$ cat src/rtl/tcdm_pkg.sv
// Shared TCDM request/response types and sizing helpers for the bank-side
// request arbiter.
package tcdm_pkg;

  function automatic int unsigned idx_width(input int unsigned n);
    return (n > 1) ? $clog2(n) : 1;
  endfunction

  localparam int unsigned DefNumInputs      = 8;
  localparam int unsigned DefMaxOutstanding = 8;
  localparam int unsigned IniAddrWidth      = idx_width(DefNumInputs);
  localparam int unsigned AddrWidth         = 32;
  localparam int unsigned DataWidth         = 32;
  localparam int unsigned BeWidth           = DataWidth / 8;
  localparam int unsigned AmoWidth          = 4;
  localparam int unsigned TagWidth          = 4;

  typedef logic [AddrWidth-1:0] local_req_interco_addr_t;

  typedef struct packed {
    logic [IniAddrWidth-1:0] ini_addr;
    logic [TagWidth-1:0]     tag;
  } bank_metadata_t;

  localparam int unsigned MetaWidth = $bits(bank_metadata_t);

  typedef struct packed {
    local_req_interco_addr_t addr;
    bank_metadata_t          meta;
    logic [AmoWidth-1:0]     amo;
    logic                    write;
    logic [DataWidth-1:0]    wdata;
    logic [BeWidth-1:0]      be;
  } tcdm_req_t;

  typedef struct packed {
    bank_metadata_t       meta;
    logic [DataWidth-1:0] rdata;
  } tcdm_resp_t;

endpackage

$ cat src/rtl/tcdm_rr_pick.sv
// Combinational round-robin picker: first valid index at or above rr_i,
// wrapping at NumInputs.
module tcdm_rr_pick #(
  parameter int unsigned NumInputs = 8,
  parameter int unsigned IdxWidth  = 3
) (
  input  logic [NumInputs-1:0] valid_i,
  input  logic [IdxWidth-1:0]  rr_i,
  output logic [IdxWidth-1:0]  gnt_o,
  output logic                 any_o
);

  localparam int unsigned Iw = IdxWidth + 1;

  logic [IdxWidth:0] idx;

  always_comb begin
    gnt_o = rr_i;
    any_o = 1'b0;
    idx   = '0;
    for (int unsigned i = 0; i < NumInputs; i++) begin
      idx = {1'b0, rr_i} + Iw'(i);
      if (idx >= Iw'(NumInputs)) idx = idx - Iw'(NumInputs);
      if (!any_o && valid_i[idx[IdxWidth-1:0]]) begin
        any_o = 1'b1;
        gnt_o = idx[IdxWidth-1:0];
      end
    end
  end

endmodule

$ cat src/rtl/tcdm_bank_req_arbiter.sv
// Round-robin merge of initiator requests onto one TCDM adapter port with an
// outstanding-request cap and ini_addr-based response routing.
// Optional back-pressure statistics counter: define TCDM_ARB_STATS_EN.
module tcdm_bank_req_arbiter
  import tcdm_pkg::*;
#(
  parameter int unsigned NumInputs      = DefNumInputs,
  parameter int unsigned MaxOutstanding = DefMaxOutstanding
) (
  input  logic                                     clk_i,
  input  logic                                     rst_i,
  input  logic [NumInputs-1:0]                     req_valid_i,
  output logic [NumInputs-1:0]                     req_ready_o,
  input  tcdm_req_t [NumInputs-1:0]                req_i,
  output logic                                     req_valid_o,
  input  logic                                     req_ready_i,
  output tcdm_req_t                                req_o,
  input  logic                                     resp_valid_i,
  output logic                                     resp_ready_o,
  input  tcdm_resp_t                               resp_i,
  output logic [NumInputs-1:0]                     resp_valid_o,
  input  logic [NumInputs-1:0]                     resp_ready_i,
  output tcdm_resp_t                               resp_o,
  output logic [idx_width(MaxOutstanding+1)-1:0]   outstanding_o,
  output logic [31:0]                              stall_cnt_o
);

  localparam int unsigned CntWidth = idx_width(MaxOutstanding + 1);
  localparam logic [CntWidth-1:0]     CntMax     = CntWidth'(MaxOutstanding);
  localparam logic [IniAddrWidth-1:0] LastIdx    = IniAddrWidth'(NumInputs - 1);
  localparam logic [IniAddrWidth:0]   NumInputsW = (IniAddrWidth + 1)'(NumInputs);

  logic [IniAddrWidth-1:0] rr_q, rr_d, gnt_q, gnt_d;
  logic [IniAddrWidth-1:0] pick_idx, grant, resp_idx;
  logic                    lock_q, lock_d;
  logic [CntWidth-1:0]     cnt_q, cnt_d;
  logic                    pick_any, full, req_hs, resp_hs, resp_idx_ok;

  tcdm_rr_pick #(
    .NumInputs (NumInputs),
    .IdxWidth  (IniAddrWidth)
  ) i_rr_pick (
    .valid_i (req_valid_i),
    .rr_i    (rr_q),
    .gnt_o   (pick_idx),
    .any_o   (pick_any)
  );

  // A locked grant must complete even when the counter is at its cap.
  always_comb begin
    full        = (cnt_q == CntMax);
    grant       = lock_q ? gnt_q : pick_idx;
    req_valid_o = !rst_i && (lock_q || (pick_any && !full));
    req_o       = req_i[grant];
    req_o.meta.ini_addr = grant;
    req_ready_o = '0;
    req_ready_o[grant] = req_valid_o & req_ready_i;
    req_hs      = req_valid_o & req_ready_i;

    resp_idx     = resp_i.meta.ini_addr;
    resp_idx_ok  = ({1'b0, resp_idx} < NumInputsW);
    resp_valid_o = '0;
    resp_ready_o = 1'b0;
    if (!rst_i) begin
      if (resp_idx_ok) begin
        resp_valid_o[resp_idx] = resp_valid_i;
        resp_ready_o           = resp_ready_i[resp_idx];
      end else begin
        resp_ready_o = 1'b1;
      end
    end
    resp_hs = resp_valid_i & resp_ready_o;
  end

  assign resp_o        = resp_i;
  assign outstanding_o = cnt_q;

  always_comb begin
    rr_d   = rr_q;
    lock_d = lock_q;
    gnt_d  = gnt_q;
    if (req_valid_o && !req_ready_i) begin
      lock_d = 1'b1;
      gnt_d  = grant;
    end
    if (req_hs) begin
      lock_d = 1'b0;
      rr_d   = (grant == LastIdx) ? '0 : grant + 1'b1;
    end
    cnt_d = cnt_q;
    case ({req_hs, resp_hs})
      2'b10:   cnt_d = cnt_q + 1'b1;
      2'b01:   cnt_d = (cnt_q == '0) ? '0 : cnt_q - 1'b1;
      default: cnt_d = cnt_q;
    endcase
  end

  always_ff @(posedge clk_i or posedge rst_i) begin
    if (rst_i) begin
      rr_q   <= '0;
      lock_q <= 1'b0;
      gnt_q  <= '0;
      cnt_q  <= '0;
    end else begin
      rr_q   <= rr_d;
      lock_q <= lock_d;
      gnt_q  <= gnt_d;
      cnt_q  <= cnt_d;
    end
  end

`ifdef TCDM_ARB_STATS_EN
  logic [31:0] stall_q, stall_d;
  logic        stall_inc;

  always_comb begin
    stall_inc = (req_valid_o && !req_ready_i) || (|req_valid_i && full);
    stall_d   = stall_q;
    if (stall_inc && (stall_q != '1)) stall_d = stall_q + 32'd1;
  end

  always_ff @(posedge clk_i or posedge rst_i) begin
    if (rst_i) stall_q <= '0;
    else       stall_q <= stall_d;
  end

  assign stall_cnt_o = stall_q;
`else
  assign stall_cnt_o = '0;
`endif

  for (genvar i = 0; i < NumInputs; i++) begin : g_req_stable
    a_req_stable: assert property (@(posedge clk_i) disable iff (rst_i)
      req_valid_i[i] && !req_ready_o[i] |=> req_valid_i[i] && $stable(req_i[i]));
  end

  a_no_underflow: assert property (@(posedge clk_i) disable iff (rst_i)
    !(resp_hs && (cnt_q == '0)));

  a_resp_idx_ok: assert property (@(posedge clk_i) disable iff (rst_i)
    resp_valid_i |-> resp_idx_ok);

endmodule
$ cat config.mk
export PLATFORM = sky130hd
export DESIGN_NAME = tcdm_bank_req_arbiter
export DESIGN_NICKNAME = d
export VERILOG_FILES = /design/src/rtl/tcdm_pkg.sv /design/src/rtl/tcdm_rr_pick.sv /design/src/rtl/tcdm_bank_req_arbiter.sv
export SDC_FILE = /design/constraint.sdc
export NUM_CORES = 1
export LEC_CHECK = 0
export BUFFER_PORTS_ARGS = -buffer_cell sky130_fd_sc_hd__buf_2
export CORE_AREA = 5 5 336 338
export CTS_BUF_LIST = sky130_fd_sc_hd__clkbuf_8
export CTS_CLUSTER_SIZE = 16
export DETAILED_ROUTE_END_ITERATION = 7
export DIE_AREA = 0 0 341 343
export SETUP_SLACK_MARGIN = 0.15
export SLEW_MARGIN = 20
export SYNTH_ARGS = -nofsm -noshare
export SYNTH_HDL_FRONTEND = slang
export SYNTH_SLANG_ARGS = --single-unit
$ cat constraint.sdc
create_clock -name clk_i -period 9.8 [get_ports clk_i]
set_input_delay 1.96 -clock clk_i [delete_from_list [all_inputs] [get_ports clk_i]]
set_output_delay 1.96 -clock clk_i [all_outputs]
set_load 0.02 [all_outputs]
==> impl_results.md, run 1 <==
- Run status: complete, no violations
- FF+latch count, synth: 11
- Lkg Pwr: 8.92 nW
- Post-synth ARST share: 1.00
- Combinational power share: 0.981
- DRC: 0
- H-tree depth: 1
- CTS Sinks: 11
- Initial antenna violation count: 46
- DR iter-0 viols: 3027
- Die Wd: 341 um
- Slew margin rel.: 0.243
- Most common cell in the netlist: nand3_1
- Crit path capture type: output pin
- Sequential area share after synthesis: 0.0134
- Sw Share: 0.669
- Layout cells sized above 1: 0.310
- Syn_area_per_cell: 6.65 um2
- Synth area leader: mux2i_1
- Die Area: 0.117 mm2
- # nets final: 4162
- Final hold vios: 0
- Cell count after synthesis: 3093
- First-pass GRT wire length: 160 mm
- Final Cell Area: 0.0249 mm2
- Max-cap violations: 0
- CP top delay family: simple AND/OR/NAND/NOR gates
- Overall routing resource usage: 0.169
- RR Startpoint: rr_q[1]
- Top Ports: 872
- Tightest Pin Transition: 1140 ps
- Tmin final: 8520 ps
- Critical path startpoint category: primary input
- Initial Utilization: 0.187
- WP data arrival: 6560 ps
- Clock Tree Buf Depth: 2
- Crit-path cells: buf_2, mux2_1, mux4_2, and3_4, a311oi_2, and2_4, a21oi_2, nor2_4, buf_12, buf_12, a221oi_1, o32ai_1, buf_2
- Fillers: 12300
- Routed vias: 28300
- Vias per cell: 5.76
- Post-DRT Antenna Nets: 0
- RSZ-0062 raised after global routing: no
- DP Area: 0.0247 mm2
- WHS Endpoint: gnt_q[1]
- Final clock skew: 9.76 ps
- Critical Path Fanout Max: 42
- Clock latency on the worst-skew pair: 250 ps
- Tot Pwr: 10.6 mW
- Site row count: 122
- Power Density: 426 mW/mm2
- CTS tree: built
- P_sw: 7.09 mW
- Power share of the sequential group: 0.014
- Worst r2r dst: outstanding_o[3]
- Worst path max stage delay: 750 ps
- Worst ir drop on vdd: 0.000472 V
- Placed Instances: 4878
- Synth warnings: 0
- Reg2Reg Setup Slack: 4340 ps
- Final TNS setup: 0 ps
- Hold path depth: 1
- Synth top area cells: mux2i_1 16%, nand3_1 11%, nand4_1 9.5%, mux2_2 8.9%, nor3_1 5.9%
- Setup Slack @ Placement: 1340 ps
- Post-CTS setup buffer count: 0
- DRT Pass-1 Iters: 6
- Vias in the first global route: 25100
- Total Wirelength: 110 mm
- Max-slew violations: 0
- Main flop type after synthesis: dfrtp_1
- Critical Path RT: 7840 ps
- Hold Startpoint: gnt_q[1]
- PortBufs: 743
- Grt ovf: 0
- Synth cell count leaders: 469 x nand3_1, 319 x mux2i_1, 311 x nand4_1, 276 x clkbuf_1, 242 x nor3_1
- Post-DP HPWL: 79.0 mm
- Slowest CP cell: nor2_4
- Share of the synthesized area in the top cell type: 0.155
- Final setup fails: 0
- Core footprint: 0.110 mm2
- Cell area after synthesis: 0.0206 mm2
- Root buf cell: clkbuf_8
- Largest net degree at the start of global routing: 167
- Final core utilization: 0.227
- Setup CP Type: in -> out
- Die Y: 343 um
- Post-CTS resize count: 0
- Clock transition at the registers of the reported paths: 50 ps
- Final Instance Count excl. Fillers: 4916
- Num CTS Buffers: 3
- Number of synthesized flops with an enable pin: 0
- Unique masters post-synth: 61
- Hold WS: 528 ps
- CP Buf/Inv Count: 4
- Register-to-Register Path Depth: 14
- Syn-to-layout area delta: 21.0%
- Hold Path Class: reg -> reg
- Crit share post-route: 0.869
- Internal: 3.50 mW
- Final GP Congestion: 0.977
- Worst Setup Slack, final: 1280 ps
- Max Fclk: 0.117 GHz
- Clk pwr share: 0.005
- Routed len/inst: 22.3 um
- Hold buffers post-CTS: 0
[state kept, by name, indices dropped and copies added (netlist names)]
register and cells:
outstanding_o 4, rr_q 3, lock_q 1, gnt_q 3
[kinds of logic (layout without fill, tap and decap cells)]
group                      Yosys count  count (layout)  synth area share
adders and majority gates            6               6           0.00365
muxes                              496             496             0.258
buffers and inverters              500             832             0.115
other                                1              66          0.000182
and+or+nand+nor                   1241            1241             0.313
AOI/OAI and AO/OA                  833             833             0.295
DFF                                 11              11            0.0134
xor gates and xnor gates             5               5           0.00213
[per-layer routing]
layer	share of wire	global-route usage
met3	0.079	0.0302
met2	0.47	0.278
met5	0.00063	0
met4	0.029	0.0433
met1	0.43	0.228
[worst reg2reg max path, delay by kind of cell (launching register included)]
| kind | cells | cell delay [ps] |
|---|---|---|
| compound gates | 5 | 900 |
| simple gates | 4 | 1520 |
| buf+inv | 1 | 160 |
| fa+ha+maj | 2 | 1130 |
| mux | 2 | 1010 |
| flops | 1 | 650 |
[worst max path at each step]
stage / end / slack (ps) / start / cells past startpoint
5_1_grt: req_o[36] / 1170 / req_valid_i[2] / 13
3_5_place_dp: req_o[36] / 1340 / req_valid_i[3] / 13
2_1_floorplan: req_ready_o[0] / 2950 / req_valid_i[2] / 9
6_report: req_o[36] / 1280 / req_valid_i[2] / 13
4_1_cts: req_o[36] / 1320 / req_valid_i[3] / 13
3_3_place_gp: req_o[36] / 1360 / req_valid_i[3] / 13
[power by group through the flow]
stage / clock network [mW] / logic, mW / registers [mW]
4_1_cts: 0.0475 / 10.3 / 0.152
3_3_place_gp: 0 / 10.2 / 0.151
6_report: 0.0481 / 10.4 / 0.150
2_1_floorplan: 0 / 7.24 / 0.0942
5_1_grt: 0.0499 / 11.1 / 0.159
3_5_place_dp: 0 / 10.3 / 0.153
[final cells by class]
| class | instances | area, um2 | share of cell area |
|---|---|---|---|
| inverter | 12 | 55.1 | 0.00221 |
| tap | 1426 | 1780 | 0.0717 |
| multi-input combinational | 2613 | 18100 | 0.727 |
| timing repair buffer | 816 | 4540 | 0.183 |
| clock buffer | 3 | 41.3 | 0.00166 |
| sequential | 11 | 287 | 0.0115 |
| clock inverter | 1 | 3.75 | 0.000151 |
| antenna | 34 | 85.1 | 0.00342 |
[cells in the final DEF, fill, tap and decap left out, types with 32 or more instances in the layout]
cell / n
a21oi_1: 174
nand3_1: 469
o32ai_1: 79
nand2_1: 167
mux2i_1: 319
conb_1: 32
diode_2: 34
nand4_1: 311
a221oi_2: 48
a221oi_1: 108
o21ai_0: 163
buf_4: 51
buf_2: 743
o211ai_1: 158
mux2_2: 163
nor3_1: 241
o31ai_1: 78
Power figures use the tool's default switching activity.
==> inputs of run 2 (changes only) <==
CORE_AREA = 5 5 334 336   (was 5 5 336 338)
DIE_AREA = 0 0 339 341   (was 0 0 341 343)
SYNTH_HIERARCHICAL = 1   (was default)
==> run 2 against run 1 <==
Effect of this change:
- cell count shrank 31%
- via count shrank 56%
- maximum frequency is essentially flat
- largest cell class unchanged
- first-iteration DRC count shrank 73%
- core utilization shrank 11 points
- sequential share of layout area grew 1.1 points
- global-route usage shrank 4.4 points
- clock-buffer cell count is the same
- critical endpoint is now req_o[75]
==> impl_results.md, run 2 <==
- Critical Path RT: 7840 ps (about the same)
- Number of synthesized flops with an enable pin: 0 (unchanged)
- Hold path depth: 1 (unchanged)
- Setup CP Type: in -> out (unchanged)
- Tightest Pin Transition: 868 ps (was 1140 ps)
- Final clock skew: 2.98 ps (was 9.76 ps)
- Largest net degree at the start of global routing: 133 (was 167)
- First-pass GRT wire length: 101 mm (was 160 mm)
- Initial antenna violation count: 85 (was 46)
- PortBufs: 743 (unchanged)
- Synth top area cells: nand2_1 33%, a21oi_1 22%, or4_1 8.1%, buf_4 8.0%, mux4_2 4.4% (was mux2i_1 16%, nand3_1 11%, nand4_1 9.5%, mux2_2 8.9%, nor3_1 5.9%)
- Multi-input logic area: 0.00597 mm2 (was 0.0181 mm2)
- Most frequent cells in the layout: 743 x buf_2, 624 x nand2_1, 321 x a21oi_1 (was 743 x buf_2, 469 x nand3_1, 319 x mux2i_1)
- Unique masters post-synth: 56 (was 61)
- Die Y: 341 um (was 343 um)
- Final setup fails: 0 (unchanged)
- Cell count after synthesis: 1368 (was 3093)
- Sequential area share after synthesis: 0.0384 (was 0.0134)
- Synth cell count leaders: 624 x nand2_1, 321 x a21oi_1, 77 x or4_1, 76 x buf_4, 69 x clkbuf_1 (was 469 x nand3_1, 319 x mux2i_1, 311 x nand4_1, 276 x clkbuf_1, 242 x nor3_1)
- Critical path startpoint category: primary input (unchanged)
- Max-slew violations: 0 (unchanged)
- Die Area: 0.116 mm2 (was 0.117 mm2)
- DRC: 0 (unchanged)
- Total Wirelength: 78.1 mm (was 110 mm)
- Vias per cell: 3.65 (was 5.76)
- Synth area leader: nand2_1 (was mux2i_1)
- Share of the synthesized area in the top cell type: 0.327 (was 0.155)
- Worst r2r dst: rr_q[2] (was outstanding_o[3])
- DP Area: 0.0120 mm2 (was 0.0247 mm2)
- Top Ports: 872 (unchanged)
- Critical Path Fanout Max: 33 (was 42)
- Post-CTS resize count: 0 (unchanged)
- Slew margin rel.: 0.422 (was 0.243)
- Tmin final: 8520 ps (about the same)
- Num CTS Buffers: 3 (unchanged)
- RR Startpoint: rr_q[0] (was rr_q[1])
- Post-DRT Antenna Nets: 0 (unchanged)
- Post-synth ARST share: 1.00 (unchanged)
- Layout cells sized above 1: 0.405 (was 0.310)
- Synth warnings: 6 (was 0)
- CTS tree: built (unchanged)
- Fillers: 13000 (was 12300)
- Final TNS setup: 0 ps (unchanged)
- Routed len/inst: 22.9 um (was 22.3 um)
- Clock Tree Buf Depth: 2 (unchanged)
- Reg2Reg Setup Slack: 4190 ps (was 4340 ps)
- Final Cell Area: 0.0121 mm2 (was 0.0249 mm2)
- DR iter-0 viols: 813 (was 3027)
- WHS Endpoint: gnt_q[0] (was gnt_q[1])
- Post-DP HPWL: 69.1 mm (was 79.0 mm)
- RSZ-0062 raised after global routing: no (unchanged)
- Vias in the first global route: 11700 (was 25100)
- Final core utilization: 0.112 (was 0.227)
- Register-to-Register Path Depth: 13 (was 14)
- Run status: complete, no violations (unchanged)
- Die Wd: 339 um (was 341 um)
- Crit path capture type: output pin (unchanged)
- Hold Startpoint: gnt_q[0] (was gnt_q[1])
- Main flop type after synthesis: dfrtp_1 (unchanged)
- Cell area after synthesis: 0.00716 mm2 (was 0.0206 mm2)
- Post-CTS setup buffer count: 0 (unchanged)
- # nets final: 2695 (was 4162)
- CTS Sinks: 11 (unchanged)
- Final hold vios: 0 (unchanged)
- Largest register FFs: 4 (unchanged)
- DRT Pass-1 Iters: 5 (was 6)
- Routed vias: 12500 (was 28300)
- Setup Slack @ Placement: 1300 ps (was 1340 ps)
- Final GP Congestion: 0.974 (was 0.977)
- Worst Setup Slack, final: 1280 ps (about the same)
- Core footprint: 0.108 mm2 (was 0.110 mm2)
- Clock latency on the worst-skew pair: 240 ps (was 250 ps)
- Crit share post-route: 0.869 (about the same)
- Grt ovf: 0 (unchanged)
- Syn-to-layout area delta: 69.1% (was 21.0%)
- Root buf cell: clkbuf_8 (unchanged)
- FF+latch count, synth: 11 (unchanged)
- Hold buffers post-CTS: 0 (unchanged)
- Max-cap violations: 0 (unchanged)
- Overall routing resource usage: 0.125 (was 0.169)
- Max Fclk: 0.117 GHz (about the same)
- Initial Utilization: 0.0662 (was 0.187)
- Syn_area_per_cell: 5.24 um2 (was 6.65 um2)
- Hold Path Class: reg -> reg (unchanged)
- Clock transition at the registers of the reported paths: 50 ps (about the same)
- Site row count: 121 (was 122)
- Register area: 275 um2 (was 287 um2)
- H-tree depth: 1 (unchanged)
- WP data arrival: 6560 ps (about the same)
- Commonest non-fill, non-tap cell in the layout: buf_2 (unchanged)
- Most common cell in the netlist: nand2_1 (was nand3_1)
==> run 2: layout make-up <==
type | count | area share
sequential | 11 | 0.0227
clock buffer | 3 | 0.00341
clock inverter | 1 | 0.000310
inverter | 14 | 0.00496
antenna | 9 | 0.00186
tap | 1414 | 0.146
timing repair buffer | 767 | 0.328
multi-input combinational | 1192 | 0.493
==> run 2: critical path, cell delays in order <==
cell	delay, ps
buf_2	140
mux4_2	470
mux2_2	300
o32a_1	440
or3_4	470
a2bb2oi_1	170
a211oi_2	480
inv_1	230
a32oi_4	350
buf_4	430
a21oi_1	210
or4_1	650
buf_2	210
==> run 2: layer usage <==
metal  track usage  vias up  wire length (um)
met5             0        -               181
li1              -     5799                 -
met3        0.0363      121              7720
met2         0.200      870             34400
met1         0.171     5646             34400
met4        0.0140       26              1380
==> run 2: stage by stage <==
step	cells	hold WS (ps)
after floorplan	1399	477
after global placement	3398	555
after detailed placement	3398	559
after CTS	3402	572
after global routing	3402	596
final	3411	564
==> run 2: logic make-up after synthesis <==
group                      after synthesis  share of synthesized area
other                                    1                   0.000524
muxes                                   30                     0.0686
AOI/OAI and AO/OA                      365                      0.277
adders and majority gates                7                     0.0122
xor gates and xnor gates                 4                    0.00489
and+or+nand+nor                        754                      0.448
buffers and inverters                  196                      0.151
DFF                                     11                     0.0384
==> run 2: worst max-delay path by stage <==
stage,end,slack [ps],from
floorplan,req_o[28],2490,req_valid_i[7]
global placement,req_o[75],1350,req_valid_i[7]
detailed placement,req_o[75],1300,req_valid_i[7]
CTS,req_o[75],1290,req_valid_i[7]
global route,req_o[1],1100,rr_q[0]
finish,req_o[75],1280,req_valid_i[6]
Power of run 2 is not shown: default switching activity piles up to over one toggle a cycle in this logic, so the estimate is an artifact.
